## config.mk

```make
export PLATFORM = sky130hd
export DESIGN_NAME = fetch_buffer_stage_flat
export DESIGN_NICKNAME = d
export VERILOG_FILES = /design/src/rtl/fetch_pkg.sv /design/src/rtl/fetch_buffer_stage_if.sv /design/src/rtl/fetch_fifo.sv /design/src/rtl/fetch_buffer_stage.sv /design/src/flat_wrapper.sv
export SDC_FILE = /design/constraint.sdc
export NUM_CORES = 1
export LEC_CHECK = 0
export BUFFER_PORTS_ARGS = -buffer_cell sky130_fd_sc_hd__buf_2
export CAP_MARGIN = 15
export CELL_PAD_IN_SITES_DETAIL_PLACEMENT = 1
export CELL_PAD_IN_SITES_GLOBAL_PLACEMENT = 1
export CORE_MARGIN = 1
export CORE_UTILIZATION = 49
export CTS_CLUSTER_DIAMETER = 30
export DETAILED_ROUTE_END_ITERATION = 7
export PLACE_DENSITY = 0.93
export SLEW_MARGIN = 20
export SYNTH_ARGS = -nofsm -noshare
export SYNTH_HDL_FRONTEND = slang
export SYNTH_SLANG_ARGS = --single-unit
```

## constraint.sdc

```tcl
create_clock -name clk -period 8.7 [get_ports clk]
set_input_delay 1.74 -clock clk [delete_from_list [all_inputs] [get_ports clk]]
set_output_delay 1.74 -clock clk [all_outputs]
set_load 0.01 [all_outputs]
```

## src/rtl/fetch_pkg.sv

```systemverilog
`default_nettype none
// ============================================================================
// Module      : fetch_pkg
// Description : Shared defaults and the fetch-queue entry type.
// Revision    : 1.0 - initial release
// ============================================================================
package fetch_pkg;

  localparam int          DEF_ADDR_W   = 64;
  localparam int          DEF_INSTR_W  = 32;
  localparam int          DEF_DEPTH    = 4;
  localparam logic [63:0] DEF_RESET_PC = 64'h0;

  // Sequential fetch advances by one 32-bit instruction word.
  localparam int          PC_STEP      = 4;

  // One queue entry at the default widths: the fetched word and its PC.
  typedef struct packed {
    logic [DEF_INSTR_W-1:0] instr;
    logic [DEF_ADDR_W-1:0]  pc;
  } fetch_entry_t;

endpackage
`default_nettype wire

```

## src/rtl/fetch_buffer_stage_if.sv

```systemverilog
`default_nettype none
// ============================================================================
// Module      : fetch_buffer_stage_if
// Description : Redirect, instruction-memory and decode-side handshake bundle.
// Revision    : 1.0 - initial release
// ============================================================================
interface fetch_buffer_stage_if
  import fetch_pkg::*;
#(
  parameter int ADDR_W  = DEF_ADDR_W,
  parameter int INSTR_W = DEF_INSTR_W,
  parameter int DEPTH   = DEF_DEPTH
);
  localparam int CNT_W = $clog2(DEPTH) + 1;

  logic               redirect_br;
  logic [ADDR_W-1:0]  br_target;
  logic               redirect_reg;
  logic [ADDR_W-1:0]  reg_target;
  logic [ADDR_W-1:0]  imem_addr;
  logic [INSTR_W-1:0] imem_instr;
  logic               out_valid;
  logic               out_ready;
  logic [INSTR_W-1:0] out_instr;
  logic [ADDR_W-1:0]  out_pc;
  logic [ADDR_W-1:0]  out_pc4;
  logic [CNT_W-1:0]   count;

  // Environment side: redirect source, instruction memory and decode.
  modport master (
    output redirect_br, br_target, redirect_reg, reg_target, imem_instr, out_ready,
    input  imem_addr, out_valid, out_instr, out_pc, out_pc4, count
  );

  // Fetch stage side.
  modport slave (
    input  redirect_br, br_target, redirect_reg, reg_target, imem_instr, out_ready,
    output imem_addr, out_valid, out_instr, out_pc, out_pc4, count
  );

endinterface
`default_nettype wire

```

## src/rtl/fetch_fifo.sv

```systemverilog
`default_nettype none
// ============================================================================
// Module      : fetch_fifo
// Description : Fetch queue of {instr, pc} entries with single-cycle flush.
// Revision    : 1.0 - initial release
// ============================================================================
module fetch_fifo #(
  parameter int DEPTH   = 4,
  parameter int INSTR_W = 32,
  parameter int ADDR_W  = 64
) (
  input  wire logic                     clk,
  input  wire logic                     reset,
  input  wire logic                     push,
  input  wire logic [INSTR_W-1:0]       push_instr,
  input  wire logic [ADDR_W-1:0]        push_pc,
  input  wire logic                     pop,
  input  wire logic                     flush,
  output logic      [INSTR_W-1:0]       head_instr,
  output logic      [ADDR_W-1:0]        head_pc,
  output logic      [$clog2(DEPTH):0]   count
);
  localparam int PTR_W = $clog2(DEPTH);
  localparam int CNT_W = PTR_W + 1;

  typedef struct packed {
    logic [INSTR_W-1:0] instr;
    logic [ADDR_W-1:0]  pc;
  } entry_t;

  entry_t             mem_q [DEPTH];
  entry_t             mem_d [DEPTH];
  logic [PTR_W-1:0]   wr_ptr_q, wr_ptr_d;
  logic [PTR_W-1:0]   rd_ptr_q, rd_ptr_d;
  logic [CNT_W-1:0]   count_q,  count_d;

  // Next-state for storage, pointers and occupancy; flush empties the queue.
  always_comb begin
    mem_d    = mem_q;
    wr_ptr_d = wr_ptr_q;
    rd_ptr_d = rd_ptr_q;
    count_d  = count_q;
    if (flush) begin
      wr_ptr_d = '0;
      rd_ptr_d = '0;
      count_d  = '0;
    end else begin
      if (push) begin
        mem_d[wr_ptr_q] = '{instr: push_instr, pc: push_pc};
        wr_ptr_d        = wr_ptr_q + PTR_W'(1);
      end
      if (pop) begin
        rd_ptr_d = rd_ptr_q + PTR_W'(1);
      end
      case ({push, pop})
        2'b10:   count_d = count_q + CNT_W'(1);
        2'b01:   count_d = count_q - CNT_W'(1);
        default: count_d = count_q;
      endcase
    end
  end

  // Pointer and occupancy registers, cleared asynchronously.
  always_ff @(posedge clk or posedge reset) begin
    if (reset) begin
      wr_ptr_q <= '0;
      rd_ptr_q <= '0;
      count_q  <= '0;
    end else begin
      wr_ptr_q <= wr_ptr_d;
      rd_ptr_q <= rd_ptr_d;
      count_q  <= count_d;
    end
  end

  // Entry storage carries no reset; occupancy alone decides validity.
  always_ff @(posedge clk) begin
    mem_q <= mem_d;
  end

  assign head_instr = mem_q[rd_ptr_q].instr;
  assign head_pc    = mem_q[rd_ptr_q].pc;
  assign count      = count_q;

endmodule
`default_nettype wire

```

## src/rtl/fetch_buffer_stage.sv

```systemverilog
`default_nettype none
// ============================================================================
// Module      : fetch_buffer_stage
// Description : PC register, next-PC selection and a decoupling fetch queue.
// Revision    : 1.0 - initial release
// ============================================================================
module fetch_buffer_stage
  import fetch_pkg::*;
#(
  parameter int                ADDR_W   = DEF_ADDR_W,
  parameter int                INSTR_W  = DEF_INSTR_W,
  parameter int                DEPTH    = DEF_DEPTH,
  parameter logic [ADDR_W-1:0] RESET_PC = ADDR_W'(DEF_RESET_PC)
) (
  input  wire logic             clk,
  input  wire logic             reset,
  fetch_buffer_stage_if.slave   bus
);
  localparam int CNT_W = $clog2(DEPTH) + 1;

  logic [ADDR_W-1:0]  pc_q, pc_d;
  logic [ADDR_W-1:0]  pc_plus4;
  logic [CNT_W-1:0]   count;
  logic [INSTR_W-1:0] head_instr;
  logic [ADDR_W-1:0]  head_pc;
  logic               redirect;
  logic               full;
  logic               pop;
  logic               push;

  assign pc_plus4 = pc_q + ADDR_W'(PC_STEP);

  // Handshake decode and next-PC select: register target beats branch target.
  always_comb begin
    redirect = bus.redirect_reg | bus.redirect_br;
    full     = (count == CNT_W'(DEPTH));
    pop      = (count != '0) & bus.out_ready;
    push     = ~redirect & (~full | pop);
    pc_d     = pc_q;
    if (bus.redirect_reg) begin
      pc_d = bus.reg_target;
    end else if (bus.redirect_br) begin
      pc_d = bus.br_target;
    end else if (push) begin
      pc_d = pc_plus4;
    end
  end

  // Program counter, loaded asynchronously with RESET_PC.
  always_ff @(posedge clk or posedge reset) begin
    if (reset) begin
      pc_q <= RESET_PC;
    end else begin
      pc_q <= pc_d;
    end
  end

  fetch_fifo #(
    .DEPTH   (DEPTH),
    .INSTR_W (INSTR_W),
    .ADDR_W  (ADDR_W)
  ) u_fifo (
    .clk        (clk),
    .reset      (reset),
    .push       (push),
    .push_instr (bus.imem_instr),
    .push_pc    (pc_q),
    .pop        (pop),
    .flush      (redirect),
    .head_instr (head_instr),
    .head_pc    (head_pc),
    .count      (count)
  );

  assign bus.imem_addr = pc_q;
  assign bus.out_valid = (count != '0);
  assign bus.out_instr = head_instr;
  assign bus.out_pc    = head_pc;
  assign bus.out_pc4   = head_pc + ADDR_W'(PC_STEP);
  assign bus.count     = count;

endmodule
`default_nettype wire

```

## src/flat_wrapper.sv

```systemverilog
// flat-port wrapper written by rule: the top's interface ports become plain ports
module fetch_buffer_stage_flat import fetch_pkg::*;
#(
  parameter int                ADDR_W   = DEF_ADDR_W,
  parameter int                INSTR_W  = DEF_INSTR_W,
  parameter int                DEPTH    = DEF_DEPTH,
  parameter logic [ADDR_W-1:0] RESET_PC = ADDR_W'(DEF_RESET_PC)
)
  (clk, reset, bus_redirect_br, bus_br_target, bus_redirect_reg, bus_reg_target, bus_imem_instr, bus_out_ready, bus_imem_addr, bus_out_valid, bus_out_instr, bus_out_pc, bus_out_pc4, bus_count);
  fetch_buffer_stage_if #(.ADDR_W(ADDR_W), .INSTR_W(INSTR_W), .DEPTH(DEPTH)) bus_i ();
  input  wire logic clk;
  input  wire logic reset;
  input wire logic [$bits(bus_i.redirect_br)-1:0] bus_redirect_br;
  input wire logic [$bits(bus_i.br_target)-1:0] bus_br_target;
  input wire logic [$bits(bus_i.redirect_reg)-1:0] bus_redirect_reg;
  input wire logic [$bits(bus_i.reg_target)-1:0] bus_reg_target;
  input wire logic [$bits(bus_i.imem_instr)-1:0] bus_imem_instr;
  input wire logic [$bits(bus_i.out_ready)-1:0] bus_out_ready;
  output wire logic [$bits(bus_i.imem_addr)-1:0] bus_imem_addr;
  output wire logic [$bits(bus_i.out_valid)-1:0] bus_out_valid;
  output wire logic [$bits(bus_i.out_instr)-1:0] bus_out_instr;
  output wire logic [$bits(bus_i.out_pc)-1:0] bus_out_pc;
  output wire logic [$bits(bus_i.out_pc4)-1:0] bus_out_pc4;
  output wire logic [$bits(bus_i.count)-1:0] bus_count;
  assign bus_i.redirect_br = bus_redirect_br;
  assign bus_i.br_target = bus_br_target;
  assign bus_i.redirect_reg = bus_redirect_reg;
  assign bus_i.reg_target = bus_reg_target;
  assign bus_i.imem_instr = bus_imem_instr;
  assign bus_i.out_ready = bus_out_ready;
  assign bus_imem_addr = bus_i.imem_addr;
  assign bus_out_valid = bus_i.out_valid;
  assign bus_out_instr = bus_i.out_instr;
  assign bus_out_pc = bus_i.out_pc;
  assign bus_out_pc4 = bus_i.out_pc4;
  assign bus_count = bus_i.count;
  fetch_buffer_stage #(.ADDR_W(ADDR_W), .INSTR_W(INSTR_W), .DEPTH(DEPTH), .RESET_PC(RESET_PC)) u_core (.clk(clk), .reset(reset), .bus(bus_i));
endmodule
```

==> impl_metrics.toml <==
[floorplanning]
core_area_sq_um = 40700
fp-row-count = 74
die_w_microns = 205
initial_utilization_pct = 49.6
io_pins = 393
die_area_sq_um = 42100
die_y_microns = 205

[setup_path]
reg2reg_slack_ns = 4.77
worstSetupStartpointType = "flop"
path_class = "reg -> out"
r2r_start = "u_core.bus.imem_addr[13]"
critical_path_required_ns = 6.96
r2r-end = "u_core.bus.imem_addr[54]"
crit_path_start = "u_core.u_fifo.rd_ptr_q[0]"
worst-r2r-cell-count = 6
crit_path_max_fanout = 48
crit_path_end_kind = "output port"
arrival_ns = 5.05

[routing]
routedWlPerCell_microns = 32.9
dr.pass1.iters = 5
ant_nets = 0
drt_iter0_drc = 1801
wirelength_microns = 77900
route.detailed.drc = 0
vias = 15511
viasPerCell = 6.56

[global_routing]
grt.overflow.total = 0
grt_pass1_wl_microns = 112000
first_global_vias = 16124
grt_max_degree = 72
grt_usage_pct = 37.0
antenna_found_initial = 18

[power]
comb_power_share_pct = 6.6
swShare_pct = 25.8
p_clk_share_pct = 55.0
finalPower_uw = 6700
seq_power_share_pct = 38.4
power_density_nw_per_um2 = 259
ir_worst_vdd_v = 0.000147
p_leak_uw = 0.00954
p_switching_uw = 1730
internal-power_uw = 4970

[finish]
area_delta_synth_final_pct = 28.1
drive_above_1_share_pct = 36.8
postLayoutCoreUtil_pct = 63.6
nNetsFinal = 1910

[run_status]
outcome = "finished clean"

[yosys]
yosys.area.top_type = "edfxtp_1"
syn_nets = 1472
yosysTopAreaCellShare_pct = 57.1
synthFlopType = "edfxtp_1"
ys_ff_latch = 455
synth_edf_count = 384
synth.top_cells.by_area = "edfxtp_1 57%, dfrtp_1 8.8%, mux4_2 7.6%"
synth_warnings = 0
synth.distinct_cells = 60
synth_cells = 1299
async_reset_ff_share_pct = 15.6
syn_area_per_cell_sq_um = 15.6
seq_area_frac_synth_pct = 65.8
synthesis.area_sq_um = 20200

[clock_network]
post_cts_buffers = 0
clock_latency_ns = 0.62
cts_root_buf = "clkbuf_16"
cts_buffer_depth = 3
cts_buffers = 96
clock_sinks = 455
cts_tree = "yes"
clk_pin_slew_ns = 0.05
cts_resized = 0
htree_levels = 3
cts_hold_buf = 0

[hold_path]
min_to = "u_core.u_fifo.wr_ptr_q[1]"
hold_start = "u_core.u_fifo.wr_ptr_q[1]"
hold_depth = 2
hold_class = "reg -> reg"

[timing]
post-route-period-util_pct = 78.0
final-max-slew-violation-count = 0
hold_viol = 0
skew_ns = 0.0293
worst_pin_slew_ns = 1.22
fmax_ghz = 0.147
finalSetupTns_ns = 0
setup_violations = 0
period_needed_ns = 6.79
rsz0062_at_grt = "false"
max-slew-margin-rel_pct = 18.2
finalWorstSetupSlack_ns = 1.91

[placement]
place_congestion = 0.872
dp_hpwl_microns = 45600
place_ws_ns = 2.65
portBuffers = 392

[flow_run]
cap_violations = 0
cells in the mapped netlist (3+ instances only):
master	number
a21oi_1	51
a22o_1	3
a22oi_1	13
a2bb2oi_1	3
a31oi_1	5
and2_1	8
and3_1	22
and4_1	11
buf_1	9
buf_12	4
buf_2	3
buf_4	5
buf_6	7
clkbuf_1	43
dfrtp_1	71
edfxtp_1	384
ha_1	7
inv_1	27
mux2i_1	20
mux4_1	27
mux4_2	68
nand2_1	92
nand2b_1	8
nand3_1	39
nand4_1	30
nor2_1	48
nor3_1	38
nor4_1	24
nor4b_1	3
o211ai_1	9
o21ai_0	44
o221ai_1	12
o22ai_1	9
o31ai_1	3
or3_1	6
or4_1	6
xnor2_1	69
xor2_1	42
power groups by stage:
stage / clock network, uW / logic, uW / registers (uW)
floorplan: 0 / 206 / 2570
global placement: 0 / 397 / 2590
detailed placement: 0 / 420 / 2600
CTS: 3680 / 436 / 2570
global route: 3770 / 465 / 2580
finish: 3690 / 442 / 2580
sequential cells by signal, indices dropped and copies added, names as in the netlist:
| signal | flops |
|---|---|
| u_core.u_fifo.mem_q | 384 |
| u_core.bus.imem_addr | 64 |
| u_core.u_fifo.count | 3 |
| u_core.u_fifo.rd_ptr_q | 2 |
| u_core.u_fifo.wr_ptr_q | 2 |
cell usage in the layout (no fill, tap or decap), drive strengths merged, types with 42 or more instances in the layout:
cell	instances
a21oi	51
buf	411
clkbuf	112
dfrtp	71
edfxtp	384
inv	44
mux4	96
nand2	92
nor2	48
o21ai	44
xnor2	69
xor2	42
critical path, cell delays in order (launching register included):
cell     delay, ns
dfrtp_4       0.79
buf_4         0.52
buf_4         0.86
mux4_2        0.46
and4_2        0.31
nand3_4       0.16
or4_1         0.61
nor4_2        0.32
xor2_1        0.20
buf_2         0.16
layer usage:
metal,vias to the layer above,global-route usage [%],part of all wire (%)
li1,6067,-,-
met1,7974,46.2,36
met2,1174,59.9,49
met3,288,7.97,9.1
met4,8,20.8,5.7
met5,-,0,0.068
cells by family (layout without fill, tap and decap cells):
group	Yosys count	after routing	synth area share, %
muxes	116	116	12.2
xor gates and xnor gates	111	111	4.81
adders and majority gates	8	8	0.532
AOI/OAI and AO/OA	162	162	4.94
other	0	14	0
DFF	455	455	65.8
buffers and inverters	98	616	2.51
and+or+nand+nor	349	349	9.15
area by class of cell:
class	instances	area [sq um]
inverter	27	103
clock buffer	112	2530
sequential	455	13300
multi-input combinational	746	6450
timing repair buffer	411	2110
tap	532	666
fill	3843	14800
antenna	14	35.0
clock inverter	66	691
how the worst max path moves through the flow:
| stage | to | slack [ns] | cells after the start |
|---|---|---|---|
| 3_5_place_dp | bus_out_pc4[63] | 2.65 | 9 |
| 5_1_grt | bus_out_pc4[63] | 1.68 | 9 |
| 6_report | bus_out_pc4[63] | 1.91 | 9 |
| 3_3_place_gp | bus_out_pc4[63] | 2.71 | 9 |
| 4_1_cts | bus_out_pc4[63] | 1.90 | 9 |
| 2_1_floorplan | u_core.u_fifo.mem_q[192] | 3.35 | 4 |
through the flow:
stage	cells	hold WS (ns)	instance area, sq um
global placement	2171	0.553	22600
global route	2362	0.606	25900
CTS	2349	0.576	25900
floorplan	1299	0.538	20200
detailed placement	2171	0.571	22600
finish	2363	0.578	25900
Note: power is estimated with default switching activity, not from simulation.
